[src/rtl/uart_pkg.sv]
`default_nettype none
// ============================================================================
// Module      : uart_pkg
// Description : Shared UART receive definitions: frame-checker state
//               encoding, default widths and the parity-check helper.
// Revision    : 1.0 - initial release
// ============================================================================
package uart_pkg;

   localparam int DEF_DATA_W = 8;
   localparam int DEF_CNT_W  = 8;

   typedef enum logic [2:0] {
      S_IDLE   = 3'd0,
      S_DATA   = 3'd1,
      S_PARITY = 3'd2,
      S_STOP1  = 3'd3,
      S_STOP2  = 3'd4,
      S_REPORT = 3'd5
   } fc_state_t;

   // Parity is bad when the XOR of data and parity bit differs from the
   // selected sense (1 = odd, 0 = even).
   function automatic logic parity_mismatch(input logic data_xor,
                                            input logic par_bit,
                                            input logic odd);
      return (data_xor ^ par_bit) != odd;
   endfunction

endpackage
`default_nettype wire

[src/rtl/sat_counter.sv]
`default_nettype none
// ============================================================================
// Module      : sat_counter
// Description : Event counter that saturates at all-ones; clear wins over
//               a coincident increment.
// Revision    : 1.0 - initial release
// ============================================================================
module sat_counter #(
   parameter int CNT_W = 8
) (
   input  logic             clk,
   input  logic             rst,
   input  logic             inc,
   input  logic             clr,
   output logic [CNT_W-1:0] cnt
);

   logic [CNT_W-1:0] r_cnt;

   // Count events, holding at the maximum value once reached.
   always_ff @(posedge clk) begin
      if (rst || clr) begin
         r_cnt <= '0;
      end else if (inc && (r_cnt != '1)) begin
         r_cnt <= r_cnt + CNT_W'(1);
      end
   end

   assign cnt = r_cnt;

endmodule
`default_nettype wire

[src/rtl/frame_check.sv]
`default_nettype none
// ============================================================================
// Module      : frame_check
// Description : UART frame checker. Assembles data bits delivered by the
//               bit sampler, checks parity and stop bits, detects breaks,
//               and keeps sticky flags plus saturating error counters.
// Revision    : 1.0 - initial release
// ============================================================================
module frame_check
   import uart_pkg::*;
#(
   parameter int DATA_W = DEF_DATA_W,
   parameter int CNT_W  = DEF_CNT_W
) (
   input  logic              clk,
   input  logic              rst,
   input  logic              frame_start,
   input  logic              sample_valid,
   input  logic              sampled_bit,
   input  logic              cfg_par_en,
   input  logic              cfg_par_odd,
   input  logic              cfg_stop2,
   input  logic              clr_stats,
   output logic [DATA_W-1:0] rx_data,
   output logic              frame_done,
   output logic              data_valid,
   output logic              par_err,
   output logic              stp_err,
   output logic              brk_det,
   output logic              par_err_sticky,
   output logic              stp_err_sticky,
   output logic              brk_sticky,
   output logic [CNT_W-1:0]  par_err_cnt,
   output logic [CNT_W-1:0]  stp_err_cnt,
   output logic [CNT_W-1:0]  brk_cnt
);

   localparam int IDX_W = 4;

   fc_state_t         r_state;
   logic [IDX_W-1:0]  r_idx;
   logic [DATA_W-1:0] r_shift;
   logic [DATA_W-1:0] r_rx_data;
   logic              r_par_en;
   logic              r_par_odd;
   logic              r_stop2;
   logic              r_par_bit;
   logic              r_par_bad;
   logic              r_stp_bad;
   logic              r_brk;
   logic              r_done;
   logic              r_valid;
   logic              r_par_err;
   logic              r_stp_err;
   logic              r_brk_det;
   logic              r_par_sticky;
   logic              r_stp_sticky;
   logic              r_brk_sticky;

   logic              w_stop_bad;
   logic              w_brk_now;
   logic              w_finish;
   logic              w_brk_f;
   logic              w_par_f;
   logic              w_stp_f;

   // Final-frame verdict, resolved on the cycle of the last stop sample.
   // A break masks the parity and stop errors of the same frame.
   always_comb begin
      w_stop_bad = !sampled_bit;
      w_brk_now  = (r_shift == '0) && !r_par_bit && !sampled_bit;
      w_finish   = sample_valid && !frame_start &&
                   (((r_state == S_STOP1) && !r_stop2) || (r_state == S_STOP2));
      w_brk_f    = (r_state == S_STOP1) ? w_brk_now : r_brk;
      w_par_f    = r_par_bad && !w_brk_f;
      w_stp_f    = (r_stp_bad || w_stop_bad) && !w_brk_f;
   end

   // Frame sequencing, bit assembly and registered per-frame result pulses.
   always_ff @(posedge clk) begin
      if (rst) begin
         r_state   <= S_IDLE;
         r_idx     <= '0;
         r_shift   <= '0;
         r_rx_data <= '0;
         r_par_en  <= 1'b0;
         r_par_odd <= 1'b0;
         r_stop2   <= 1'b0;
         r_par_bit <= 1'b0;
         r_par_bad <= 1'b0;
         r_stp_bad <= 1'b0;
         r_brk     <= 1'b0;
         r_done    <= 1'b0;
         r_valid   <= 1'b0;
         r_par_err <= 1'b0;
         r_stp_err <= 1'b0;
         r_brk_det <= 1'b0;
      end else begin
         r_done    <= 1'b0;
         r_valid   <= 1'b0;
         r_par_err <= 1'b0;
         r_stp_err <= 1'b0;
         r_brk_det <= 1'b0;

         if (frame_start) begin
            // A new start bit always restarts, even mid-frame.
            r_state   <= S_DATA;
            r_idx     <= '0;
            r_shift   <= '0;
            r_par_en  <= cfg_par_en;
            r_par_odd <= cfg_par_odd;
            r_stop2   <= cfg_stop2;
            r_par_bit <= 1'b0;
            r_par_bad <= 1'b0;
            r_stp_bad <= 1'b0;
            r_brk     <= 1'b0;
         end else begin
            case (r_state)
               S_DATA: begin
                  if (sample_valid) begin
                     // LSB arrives first, so shift in from the top.
                     r_shift <= {sampled_bit, r_shift[DATA_W-1:1]};
                     r_idx   <= r_idx + IDX_W'(1);
                     if (r_idx == IDX_W'(DATA_W - 1)) begin
                        r_state <= r_par_en ? S_PARITY : S_STOP1;
                     end
                  end
               end
               S_PARITY: begin
                  if (sample_valid) begin
                     r_par_bit <= sampled_bit;
                     r_par_bad <= parity_mismatch(^r_shift, sampled_bit, r_par_odd);
                     r_state   <= S_STOP1;
                  end
               end
               S_STOP1: begin
                  if (sample_valid) begin
                     r_brk     <= w_brk_now;
                     r_stp_bad <= w_stop_bad;
                     r_state   <= r_stop2 ? S_STOP2 : S_REPORT;
                  end
               end
               S_STOP2: begin
                  if (sample_valid) begin
                     r_state <= S_REPORT;
                  end
               end
               S_REPORT: begin
                  r_state <= S_IDLE;
               end
               default: begin
                  r_state <= S_IDLE;
               end
            endcase

            if (w_finish) begin
               r_done    <= 1'b1;
               r_valid   <= !(w_par_f || w_stp_f || w_brk_f);
               r_par_err <= w_par_f;
               r_stp_err <= w_stp_f;
               r_brk_det <= w_brk_f;
               r_rx_data <= r_shift;
            end
         end
      end
   end

   // Sticky flags latch reported events until cleared; clear has priority.
   always_ff @(posedge clk) begin
      if (rst || clr_stats) begin
         r_par_sticky <= 1'b0;
         r_stp_sticky <= 1'b0;
         r_brk_sticky <= 1'b0;
      end else begin
         if (r_par_err) r_par_sticky <= 1'b1;
         if (r_stp_err) r_stp_sticky <= 1'b1;
         if (r_brk_det) r_brk_sticky <= 1'b1;
      end
   end

   sat_counter #(.CNT_W(CNT_W)) u_par_cnt (
      .clk (clk),
      .rst (rst),
      .inc (r_par_err),
      .clr (clr_stats),
      .cnt (par_err_cnt)
   );

   sat_counter #(.CNT_W(CNT_W)) u_stp_cnt (
      .clk (clk),
      .rst (rst),
      .inc (r_stp_err),
      .clr (clr_stats),
      .cnt (stp_err_cnt)
   );

   sat_counter #(.CNT_W(CNT_W)) u_brk_cnt (
      .clk (clk),
      .rst (rst),
      .inc (r_brk_det),
      .clr (clr_stats),
      .cnt (brk_cnt)
   );

   assign rx_data        = r_rx_data;
   assign frame_done     = r_done;
   assign data_valid     = r_valid;
   assign par_err        = r_par_err;
   assign stp_err        = r_stp_err;
   assign brk_det        = r_brk_det;
   assign par_err_sticky = r_par_sticky;
   assign stp_err_sticky = r_stp_sticky;
   assign brk_sticky     = r_brk_sticky;

endmodule
`default_nettype wire

[config.mk]
export PLATFORM = sky130hd
export DESIGN_NAME = frame_check
export DESIGN_NICKNAME = d
export VERILOG_FILES = /design/src/rtl/uart_pkg.sv /design/src/rtl/sat_counter.sv /design/src/rtl/frame_check.sv
export SDC_FILE = /design/constraint.sdc
export NUM_CORES = 1
export LEC_CHECK = 0
export ABC_AREA = 1
export ABC_CLOCK_PERIOD_IN_PS = 1400
export BUFFER_PORTS_ARGS = -buffer_cell sky130_fd_sc_hd__buf_2
export CORE_MARGIN = 2
export CORE_UTILIZATION = 55
export CTS_BUF_LIST = sky130_fd_sc_hd__clkbuf_4
export DETAILED_ROUTE_END_ITERATION = 8
export HOLD_SLACK_MARGIN = 0.12
export PLACE_DENSITY_LB_ADDON = 0.25
export SKIP_CTS_REPAIR_TIMING = 1
export SKIP_LAST_GASP = 1
export SYNTH_ARGS = -nofsm -noshare
export SYNTH_HDL_FRONTEND = slang
export SYNTH_HIERARCHICAL = 1
export SYNTH_SLANG_ARGS = --single-unit
export TNS_END_PERCENT = 30
[constraint.sdc]
create_clock -name clk -period 1.4 [get_ports clk]
set_input_delay 0.35 -clock clk [delete_from_list [all_inputs] [get_ports clk]]
set_output_delay 0.35 -clock clk [all_outputs]
set_load 0.005 [all_outputs]
== Word-level counts from Yosys, hierarchy flattened ==
Index checks and enable logic that the tools add are counted.
Widths: inputs -> output; s select.
Cells by class
  add/subtract/negate cells: 4
  eq/ne operators: 19
  muxes and demuxes: 11
  bitwise operators: 3
  reductions and logical operators: 31
Operator list (number)
  $add 8x1->8 const B: 3
  $ne 8x8->1 const B: 3
  $mux 3: 5
  $ne 3x3->1 const B: 5
  $pmux 3 s4: 1
  $logic_and 1x1->1: 10
  $ne 2x2->1 const B: 5
  $reduce_and 5->1: 2
  $logic_not 8->1: 1
  $reduce_and 2->1: 4
  $reduce_xor 8->1: 1
  $eq 3x2->1 const B: 2
  $logic_not 1->1: 6
  $logic_or 1x1->1: 5
  $mux 1: 5
  $add 4x1->4 const B: 1
  $eq 4x3->1 const B: 1
  $eq 3x1->1 const B: 1
  $eq 3x3->1 const B: 1
  $reduce_or 3->1: 1
  $not 1->1: 2
  $reduce_or 2->1: 1
  $ne 1x1->1: 1
  $xor 1x1->1: 1
Storage, ports and cells
  bits in registers: 62
  bits of input ports: 9
  output and inout port bits: 40
  word-level logic and storage cells: 91

== Depth between registers and ports, before layout ==
Gate-level depths: netlist (run 1).
  depth in word-level cells: 9
  depth in mapped cells: 9
  depth with buffers taken out: 9

== Hierarchy ==
The synthesis (run 1) kept the hierarchy.
Modules (own cells, without submodules)
  frame_check: instances 1, cells each 214, area each 1675.4 sq um, sequential area each 760.7 sq um
  sat_counter: instances 3, cells each 67, area each 447.9 sq um, sequential area each 160.2 sq um

== Worst setup path before layout (run 1) ==
No wires, ideal clock.
  path type: register -> register
  start point: register r_shift[2]
  end point: register r_par_bad
  library setup time: 0.109 ns
  arrival time: 1.136 ns
  data required time: 1.291 ns
  slack: 0.156 ns
  stages on the path, launching flop included: 10
  buffers on the path: 0
  clock period less this slack: 1.244 ns
  cells stage by stage: dfxtp_1 > inv_1 > ha_1 > xor2_1 > nand2_1 > nand2_1 > nand2_1 > nand3_1 > nand2_1 > inv_1
Between the ends
  word-level cells in the longest chain between the ends: 3
RTL lines
  start: declaration: RTL line frame_check.sv:42  | logic [DATA_W-1:0] r_shift;
  start signal: assignment: RTL line frame_check.sv:122  | r_shift <= {sampled_bit, r_shift[DATA_W-1:1]};
  $reduce_xor 8->1: RTL line frame_check.sv:132  | r_par_bad <= parity_mismatch(^r_shift, sampled_bit, r_par_odd);
  $xor 1x1->1: RTL line uart_pkg.sv:27  | return (data_xor ^ par_bit) != odd;
  $ne 1x1->1: RTL line uart_pkg.sv:27
  end signal: assignment: RTL line frame_check.sv:132
  end: declaration: RTL line frame_check.sv:48  | logic r_par_bad;
Every way passes these cells.
A chain may end at the register's enable or synchronous reset.

== Final worst setup path (run 1) ==
Ends and elaborated chain as after synthesis.

==> summary.txt, run 1 <==
Status
  • Status: complete, but fails checks
  • Failing checks: negative setup slack

Timing
  • Fmax: ~710 MHz
  • Clock Skews: approximately 18 ps
  • Fin crit share: 100.9%
  • Slew @ Worst Pin: slightly below 500 ps
  • Fin crit period: roughly 1400 ps
  • Final Hold Fails: 0
  • Endpoints failing setup: 1
  • Relative slew margins: approximately two thirds
  • Fin. max-slew vios: 0
  • Slack of the critical path: -12.80 ps
  • RSZ-0062 raised after global routing: yes
  • Worst hold slack: between 200 and 250 ps

Drt
  • Vias/cell: ~5
  • Initial drt markers: 105
  • Met1 wire length: roughly 2900 um
  • Final ANT Viol Nets: 0
  • Detailed Routing Iterations Pass 1: 4
  • WL final: approximately 6300 um
  • DR WL/cell: ~11 um
  • Met2 WL: 2974 um
  • DR WL met3: approximately 270 um
  • Top Metal Used: met4
  • # DRC: 0
  • Routed vias: 2786

Floorplan
  • Die Wd: 78.09 um
  • Rows: 26
  • Core region area: 5205 um2
  • Initial Utilization: around 58%
  • Die Ht: 78.09 um
  • Num ports: 49
  • Die ar.: 6098 um2

Logic synthesis
  • Ys flop type: dfxtp_1
  • Yosys warns: 6
  • EDFF count, synth: 0
  • Synthesis-stage register bit count: between 60 and 70
  • Net Count, Synth: ~430
  • Post-synth ARST share: 0%
  • Syn avg cell area: just over 7 um2
  • Synth cell types: 30
  • Seq/Total Area, Yosys: approximately 41%
  • Synth Cell Area: between 3000 and 4000 um2
  • Mapped Cells: a little over 400

Critical path
  • Largest stage delay on the critical path: about 370 ps
  • Worst EP required: between 1500 and 2000 ps
  • CP Class: reg2reg
  • Arr. time, crit path: ~1700 ps
  • Crit path cell chain: inv_1 -> ha_1 -> xnor2_1 -> nand2_1 -> nand3b_1 -> nand3_1 -> nand2_1 -> inv_1
  • CP Launch Type: register
  • Critical path peak fanout: 3
  • Crit path capture type: register
  • Slowest cell on crit path: dfxtp_1

Place
  • HPWL Detailed: ~4500 um
  • # port buffers: 48
  • GP Congestion: between 0.8 and 0.9
  • Pre-CTS setup slack: between 30 and 40 ps

Clock network
  • Clock latency on the worst-skew pair: roughly 400 ps
  • Num CTS Buffers: 9
  • CTS tree: done
  • Root Buffer Master: clkbuf_4
  • Clock sinks: 62
  • Clk buf depth: 2
  • Clock transition at path regs: roughly 110 ps
  • H-tree level count: 3

Cells and area
  • Area grow syn2layout: 19.02%
  • Layout fillers: about 460
  • Register area: 1255 um2
  • Area occupied by multi-input gates: roughly 1600 um2
  • Share of layout cells above drive strength 1: around a quarter
  • Final nets: between 500 and 600
  • Ant diodes: 0

Min path
  • Worst Hold Class: in2reg

Global routing
  • Vias in the first global route: roughly 2500
  • GR Overflow Total: 0
  • First-pass GRT wire length: about 11000 um
  • Largest net degree at the start of global routing: 20
  • GRT Total Usage: between 20% and 30%
  • Antenna violations before repair: 0

Pwr
  • Cell area power density: slightly above 900 nW/um2
  • Leakage: ~1.6 nW
  • Max IR drop VDD: between 600 and 700 uV

Flow run
  • MaxCap Viol Count: 0
[cells by family (layout without fill, tap and decap cells)]
kind of cell / after synthesis / count (layout) / share of synthesized area (%)
adder cells (fa/ha/maj): 8 / 8 / 3.316
XOR/XNOR: 7 / 7 / 2.031
AO/OA/AOI/OAI: 58 / 58 / 10.07
AND/OR/NAND/NOR: 221 / 224 / 34.89
flip-flops: 62 / 62 / 41.11
buffers and inverters: 59 / 131 / 8.578
[critical path: cells and delay by family (launching register included)]
kind / cells / cell delay (ps)
buf+inv: 2 / 100
flops: 1 / 370
fa+ha+maj: 1 / 330
xor+xnor: 1 / 180
simple gates: 4 / 340
[power breakdown]
group | internal (W) | leakage [nW] | total, W | switching, W
logic | 0.000108 | 1.05 | 0.000292 | 0.000184
registers | 0.00178 | 0.505 | 0.00180 | 0.0000171
clock network | 0.000545 | 0.0750 | 0.00117 | 0.000622
total | 0.00244 | 1.63 | 0.00326 | 0.000823
[registers in the layout, indices dropped and copies added, names as in the netlist, 3 cells and up]
name,flops
r_shift,8
u_par_cnt/cnt,8
rx_data,8
u_brk_cnt/cnt,8
r_state,3
r_idx,4
u_stp_cnt/cnt,8
[per-layer routing]
layer  vias to the layer above  global-route usage (%)
met3                        10                   4.138
li1                       1474                       -
met2                        69                   35.43
met4                         0                   11.23
met1                      1233                   27.16
met5                         -                       0
[cell usage after synthesis, types with 4 or more instances]
library cell | instances | share of area, %
ha_1 | 8 | 3.3
nand3_1 | 31 | 5.1
nand2_2 | 6 | 1.2
inv_1 | 43 | 5.3
nor2_2 | 6 | 1.2
inv_2 | 6 | 0.75
a21oi_1 | 38 | 6.3
buf_6 | 5 | 1.9
nor2_1 | 61 | 7.6
dfxtp_1 | 62 | 41
xor2_1 | 4 | 1.2
nor2_8 | 4 | 2.7
nand2_1 | 94 | 12
nor3_1 | 5 | 0.83
o21ai_0 | 14 | 2.3
[worst paths after layout]
path	cells past startpoint	from	end	slack, ps
worst min-delay path	3	cfg_par_odd	r_par_odd$_SDFFE_PP0P_	210
worst max-delay path	8	r_shift[2]$_SDFFE_PP0P_	r_par_bad$_SDFFE_PP0P_	-10
worst max register to register	8	r_shift[2]$_SDFFE_PP0P_	r_par_bad$_SDFFE_PP0P_	-10
worst min register to register	2	r_stp_bad$_SDFFE_PP0P_	r_stp_bad$_SDFFE_PP0P_	460
[metrics by stage]
| stage | area (um2) | power, W | TNS [ps] | utilization (%) | instances |
|---|---|---|---|---|---|
| after floorplan | 3019 | 0.002020 | 0 | - | 415 |
| after global placement | 3366 | 0.002089 | 0 | 64.66 | 537 |
| after detailed placement | 3366 | 0.002097 | 0 | 64.66 | 537 |
| after CTS | 3493 | 0.003253 | 0 | 67.12 | 553 |
| after global routing | 3593 | 0.003401 | -587.5 | 69.04 | 560 |
| final | 3593 | 0.003259 | -12.80 | 69.04 | 560 |
[cell type report]
| cell class | count | share of cell area (%) |
|---|---|---|
| inverters | 52 | 5.501 |
| well taps | 70 | 2.437 |
| clock inverters | 6 | 1.462 |
| multi-input cells | 297 | 43.77 |
| clock buffers | 10 | 2.089 |
| repair buffers | 63 | 9.819 |
| flip-flops and latches | 62 | 34.92 |
[cells in the final DEF, fill, tap and decap left out, types with 3 or more instances in the layout]
master / instances
nand2_1: 93
nor2_1: 60
dfxtp_1: 53
buf_2: 48
inv_1: 43
a21oi_1: 38
nand3_1: 30
buf_4: 15
o21ai_0: 14
clkbuf_4: 10
nand2_2: 8
ha_1: 8
dfxtp_2: 8
nor2_4: 6
inv_2: 5
nor2_2: 5
clkinv_1: 5
nand3_2: 4
nor2_8: 4
nor3_1: 4
xor2_1: 4
nand4_1: 3
xnor2_1: 3
clkinv_2: 3
nand3b_2: 3
a31oi_1: 3
No activity file was read; power rests on OpenSTA's default activity.
==> run 2: changes to the inputs <==
--- a/config.mk
+++ b/config.mk
@@ -6,5 +6,4 @@
 export NUM_CORES = 1
 export LEC_CHECK = 0
-export ABC_AREA = 1
 export ABC_CLOCK_PERIOD_IN_PS = 1400
 export BUFFER_PORTS_ARGS = -buffer_cell sky130_fd_sc_hd__buf_2
@@ -12,4 +11,5 @@
 export CORE_UTILIZATION = 55
 export CTS_BUF_LIST = sky130_fd_sc_hd__clkbuf_4
+export CTS_CLUSTER_SIZE = 24
 export DETAILED_ROUTE_END_ITERATION = 8
 export HOLD_SLACK_MARGIN = 0.12
==> constraint.sdc (replaced) <==
create_clock -name clk -period 1.4 [get_ports clk]
set_input_delay 0.14 -clock clk [delete_from_list [all_inputs] [get_ports clk]]
set_output_delay 0.14 -clock clk [all_outputs]
set_load 0.005 [all_outputs]
==> summary.txt, run 2 <==
Status
  • Status: complete, but fails checks
  • Failing checks: negative setup slack

Logic synthesis
  • Net Count, Synth: approximately 350
  • Synthesis-stage register bit count: 62
  • Ys flop type: dfxtp_1
  • EDFF count, synth: 0
  • Most common cell in the synthesized netlist: dfxtp_1
  • Compound-gate portion of the synthesized area: between 10% and 20%
  • Top post-synthesis cells by count: 62 x dfxtp_1, 60 x nand2_1, 29 x a21oi_1
  • Share of the synthesized area in the top cell type: between 40% and 50%
  • Yosys warns: 6
  • Adder-Cell Fraction of Synth Area: between 3 and 4%
  • XOR/XNOR share of the synthesized area: roughly 1.9%
  • Syn avg cell area: approximately 9 um2
  • Synth Cell Area: around 3000 um2
  • Seq/Total Area, Yosys: between 40% and 50%
  • Largest family of logic cells by synthesized area: simple AND/OR/NAND/NOR gates
  • Post-synth ARST share: 0%
  • Post-Synth Simple-Gate Area: approximately 28%
  • Synth top area cells: dfxtp_1 42%, mux2i_1 8.0%, nand2_1 7.5%
  • Synth cell types: 55
  • Multiplexer share of the synthesized area: between 8 and 9%
  • Synth area leader: dfxtp_1
  • Mapped Cells: 332

Place
  • GP Congestion: just over 0.8
  • # port buffers: 48
  • HPWL Detailed: 4766 um
  • Placed cell count: between 400 and 500
  • Pre-CTS setup slack: -115.6 ps

Timing
  • Final Hold Fails: 0
  • Worst hold slack: about 140 ps
  • RSZ-0062 raised after global routing: yes
  • Fin. max-slew vios: 0
  • Relative slew margins: 56.21%
  • Endpoints failing setup: 1
  • Slew @ Worst Pin: approximately 660 ps
  • Fmax: ~670 MHz
  • Clock Skews: between 10 and 15 ps
  • Slack of the critical path: -98.05 ps
  • Fin crit share: 107.0%
  • Fin crit period: roughly 1500 ps

Floorplan
  • Core region area: approximately 5200 um2
  • Die ar.: 6033 um2
  • Die Wd: slightly below 80 um
  • Initial Utilization: 57.72%
  • Rows: 26
  • Die Ht: 77.68 um
  • Num ports: around 50

Critical path
  • Crit path cell chain: inv_1 -> ha_4 -> xor2_2 -> xnor3_1 -> a211oi_2
  • Crit Reg-Reg Startpoint: r_shift[0]$_SDFFE_PP0P_
  • Reg2reg end: r_par_bad$_SDFFE_PP0P_
  • WP buf/inv: 1
  • Largest stage delay on the critical path: about 420 ps
  • R2R setup slack: -100 ps
  • Worst EP required: 1720 ps
  • CP Class: reg2reg
  • CP delay by family, top: XOR/XNOR gates
  • Crit path capture type: register
  • Critical path peak fanout: 2
  • CP Launch Type: register
  • Arr. time, crit path: around 1800 ps
  • Slowest cell on crit path: xnor3_1
  • FF-to-FF path depth: 5

Clock network
  • H-tree level count: 3
  • Num CTS Buffers: 9
  • CTS tree: done
  • Clock sinks: slightly above 60
  • Root Buffer Master: clkbuf_4
  • Clk buf depth: 2
  • Clock latency on the worst-skew pair: 400 ps
  • Clock transition at path regs: 100 ps

Global routing
  • Vias in the first global route: 2504
  • First-pass GRT wire length: 11040 um
  • GRT Total Usage: 22.93%
  • Largest net degree at the start of global routing: 19
  • Antenna violations before repair: 0
  • GR Overflow Total: 0

Drt
  • Vias/cell: roughly 5.5
  • # DRC: 0
  • DR WL/cell: 13.69 um
  • Final ANT Viol Nets: 0
  • Routed vias: ~2700
  • Initial drt markers: 96
  • WL final: between 6000 and 7000 um
  • Detailed Routing Iterations Pass 1: 4

Cells and area
  • Final Util: around three quarters
  • Most frequent cells in the layout: 60 x nand2_1, 51 x dfxtp_1, 48 x buf_2
  • Final nets: 440
  • Ant diodes: 0
  • Commonest non-fill, non-tap cell in the layout: nand2_1
  • Finished Layout Cells: 498
  • Area grow syn2layout: 28.16%
  • Share of layout cells above drive strength 1: 32.24%

Pwr
  • Leakage: 1.603 nW
  • Max IR drop VDD: ~650 uV
  • Sequential power share: 53.3%
  • Int Pwr: ~0.0026 W
  • Clock power frac: 40.5%
  • Gate power share: slightly above 6%
  • Sw Ratio: ~22%
  • Cell area power density: between 800 and 900 nW/um2
  • NetSw: 0.0007497 W

Min path
  • Min-delay src: rst
  • WHS Endpoint: stp_err_sticky$_SDFFE_PP0P_
  • WHS Path Cells: 2
  • Worst Hold Class: in2reg

Flow run
  • MaxCap Viol Count: 0
[run 2: changes by cell type in the layout (fill, tap and decap cells not counted), moves of 9 or more]
cell and change:
nor2_1 -48, nand2_1 -33, inv_1 -32, mux2i_1 +24, buf_4 +23, nand3_1 -23
o21ai_0 -10, a21oi_1 -9, or3_1 +9
[run 2: layer usage]
layer / global-route usage (%) / up-vias / share of wire [%]
li1: - / 1373 / -
met1: 27.02 / 1284 / 43
met2: 39.40 / 63 / 51
met3: 6.977 / 9 / 5.0
met4: 7.857 / 0 / 1.0
met5: 0 / - / 0
[run 2: worst max path at each step]
stage | slack [ps] | startpoint | to | cells after the start
after floorplan | -40 | r_shift[4]$_SDFFE_PP0P_ | r_par_bad$_SDFFE_PP0P_ | 5
after global placement | -60 | r_shift[4]$_SDFFE_PP0P_ | r_par_bad$_SDFFE_PP0P_ | 5
after detailed placement | -120 | r_shift[4]$_SDFFE_PP0P_ | r_par_bad$_SDFFE_PP0P_ | 5
after CTS | -150 | r_shift[4]$_SDFFE_PP0P_ | r_par_bad$_SDFFE_PP0P_ | 5
after global routing | -170 | r_shift[0]$_SDFFE_PP0P_ | r_par_bad$_SDFFE_PP0P_ | 5
final | -100 | r_shift[0]$_SDFFE_PP0P_ | r_par_bad$_SDFFE_PP0P_ | 5
[run 2: kinds of logic after synthesis]
logic type / count (synthesis)
muxes: 24
buffers and inverters: 29
AOI/OAI and AO/OA: 55
xor gates and xnor gates: 5
DFF: 62
adders and majority gates: 8
and+or+nand+nor: 149
[run 2: area by class of cell]
| class | count | area (um2) |
|---|---|---|
| multi-input cells | 241 | 1658 |
| well taps | 70 | 87.58 |
| fillers | 387 | 1346 |
| repair buffers | 94 | 610.6 |
| inverters | 15 | 56.30 |
| clock buffers | 10 | 75.07 |
| clock inverters | 6 | 76.32 |
| flip-flops and latches | 62 | 1262 |
[run 2: power by group through the flow]
stage	clock network, W	registers [W]	logic, W
6_report	0.00135	0.00178	0.000206
5_1_grt	0.00148	0.00178	0.000223
4_1_cts	0.00138	0.00178	0.000177
3_5_place_dp	0	0.00182	0.000177
3_3_place_gp	0	0.00183	0.000172
2_1_floorplan	0	0.00182	0.000113
[run 2: stage by stage]
| step | power, W | TNS [ps] | cell area (um2) |
|---|---|---|---|
| after floorplan | 0.001933 | -39.40 | 2990 |
| after detailed placement | 0.002001 | -363.0 | 3518 |
| after CTS | 0.003337 | -635.8 | 3670 |
| after global routing | 0.003489 | -769.2 | 3826 |
| after global placement | 0.001997 | -62.76 | 3518 |
| final | 0.003336 | -98.05 | 3826 |
==> run 3: changes to the inputs <==
- CTS_BUF_LIST: sky130_fd_sc_hd__clkbuf_4 -> sky130_fd_sc_hd__clkbuf_4 sky130_fd_sc_hd__clkbuf_8
- HOLD_SLACK_MARGIN: 0.12 -> default
==> summary.txt, run 3 (same netlist as run 2, synthesis figures left out) <==
Clock network
  • Clock transition at path regs: roughly 70 ps
  • Root Buffer Master: clkbuf_8
  • H-tree level count: 3
  • Num CTS Buffers: 9
  • Clk buf depth: 2
  • CTS tree: done
  • Clock sinks: 62
  • Clock latency on the worst-skew pair: between 300 and 400 ps

Timing
  • Final Hold Fails: 0
  • Clock Skews: around 8.6 ps
  • Fin crit period: approximately 1500 ps
  • Slew @ Worst Pin: 675.9 ps
  • Fin. max-slew vios: 0
  • Fmax: ~660 MHz
  • Slack of the critical path: -112.5 ps
  • Sum Neg Setup Slack: -273.9 ps
  • Endpoints failing setup: 7
  • Fin crit share: 108.0%
  • RSZ-0062 raised after global routing: yes
  • Relative slew margins: between 50% and 60%

Global routing
  • GR Overflow Total: 0
  • Vias in the first global route: about 2500
  • Antenna violations before repair: 0
  • Largest net degree at the start of global routing: 19
  • First-pass GRT wire length: around 11000 um
  • GRT Total Usage: a little under a quarter

Critical path
  • Crit path capture type: register
  • Largest stage delay on the critical path: ~420 ps
  • Worst EP required: approximately 1700 ps
  • Crit path cell chain: inv_1 -> ha_4 -> xor2_2 -> xnor3_1 -> a211oi_2
  • CP Launch Type: register
  • Arr. time, crit path: ~1800 ps
  • CP Class: reg2reg
  • Critical path peak fanout: 2
  • Slowest cell on crit path: xnor3_1

Place
  • GP Congestion: around 0.8
  • Pre-CTS setup slack: -115.6 ps
  • HPWL Detailed: about 4800 um
  • # port buffers: 48

Cells and area
  • Final Util: 74.75%
  • Final nets: roughly 430
  • Commonest non-fill, non-tap cell in the layout: nand2_1
  • Most frequent cells in the layout: 60 x nand2_1, 51 x dfxtp_1, 48 x buf_2
  • Share of layout cells above drive strength 1: between 30 and 40%
  • Area grow syn2layout: 29.51%
  • Ant diodes: 0

Drt
  • Detailed Routing Iterations Pass 1: 4
  • DR WL/cell: approximately 14 um
  • WL final: ~7000 um
  • Vias/cell: between 5 and 6
  • # DRC: 0
  • Final ANT Viol Nets: 0
  • Routed vias: approximately 2700
  • Initial drt markers: about 110

Floorplan
  • Num ports: 49
  • Core region area: roughly 5200 um2
  • Die Ht: 77.68 um
  • Die ar.: 6033 um2
  • Die Wd: 77.68 um
  • Initial Utilization: a little under 60%
  • Rows: 26

Flow run
  • MaxCap Viol Count: 0

Pwr
  • Design Power: 0.003824 W
  • Max IR drop VDD: approximately 730 uV
  • Cell area power density: 989.1 nW/um2
  • Leakage: 1.614 nW

Status
  • Status: complete, but fails checks
  • Failing checks: negative setup slack

Min path
  • Worst Hold Class: in2reg
[run 3: report_power, final]
part,switching [W],total [W],leakage [nW],internal [W]
Sequential,0.0000128,0.00178,0.506,0.00177
Clock,0.000679,0.00184,0.123,0.00117
Combinational,0.000112,0.000197,0.985,0.0000849
Total,0.000804,0.00382,1.61,0.00302
[run 3: critical path: cells and delay by family, from the launching register on]
kind / cells / cell delay [ps]
AOI/OAI and AO/OA: 1 / 220
xor gates and xnor gates: 2 / 540
adders and majority gates: 1 / 280
buffers and inverters: 1 / 60
DFF: 1 / 330
[run 3: cell type report]
cell class	count	area (um2)
clock inverters	3	65.06
flip-flops and latches	62	1262
clock buffers	13	172.7
well taps	70	87.58
repair buffers	87	549.3
multi-input cells	241	1673
fillers	379	1306
inverters	15	56.30
[run 3: path summary, 6_finish.rpt]
path,slack (ps),start,depth (start not counted),to
min,40,cfg_stop2,3,r_stop2$_SDFFE_PP0P_
max reg2reg,-110,r_shift[0]$_SDFFE_PP0P_,5,r_par_bad$_SDFFE_PP0P_
min reg2reg,460,rx_data[2]$_SDFFE_PP0P_,2,rx_data[2]$_SDFFE_PP0P_
max,-110,r_shift[0]$_SDFFE_PP0P_,5,r_par_bad$_SDFFE_PP0P_
[run 3: layer usage]
layer	routed length [um]	global-route usage [%]	vias to the layer above
met5	0	0	-
met4	112	10.54	0
met3	285	4.186	10
met2	3624	40.78	62
met1	3057	27.68	1291
li1	-	-	1359
[run 3: through the flow]
| stage | hold WS [ps] | std cells | cell area [um2] |
|---|---|---|---|
| finish | 39.69 | 491 | 3866 |
| global route | 31.28 | 491 | 3866 |
| CTS | 33.70 | 488 | 3756 |
| detailed placement | 387.8 | 472 | 3518 |
| global placement | 380.3 | 472 | 3518 |
| floorplan | 218.1 | 332 | 2990 |
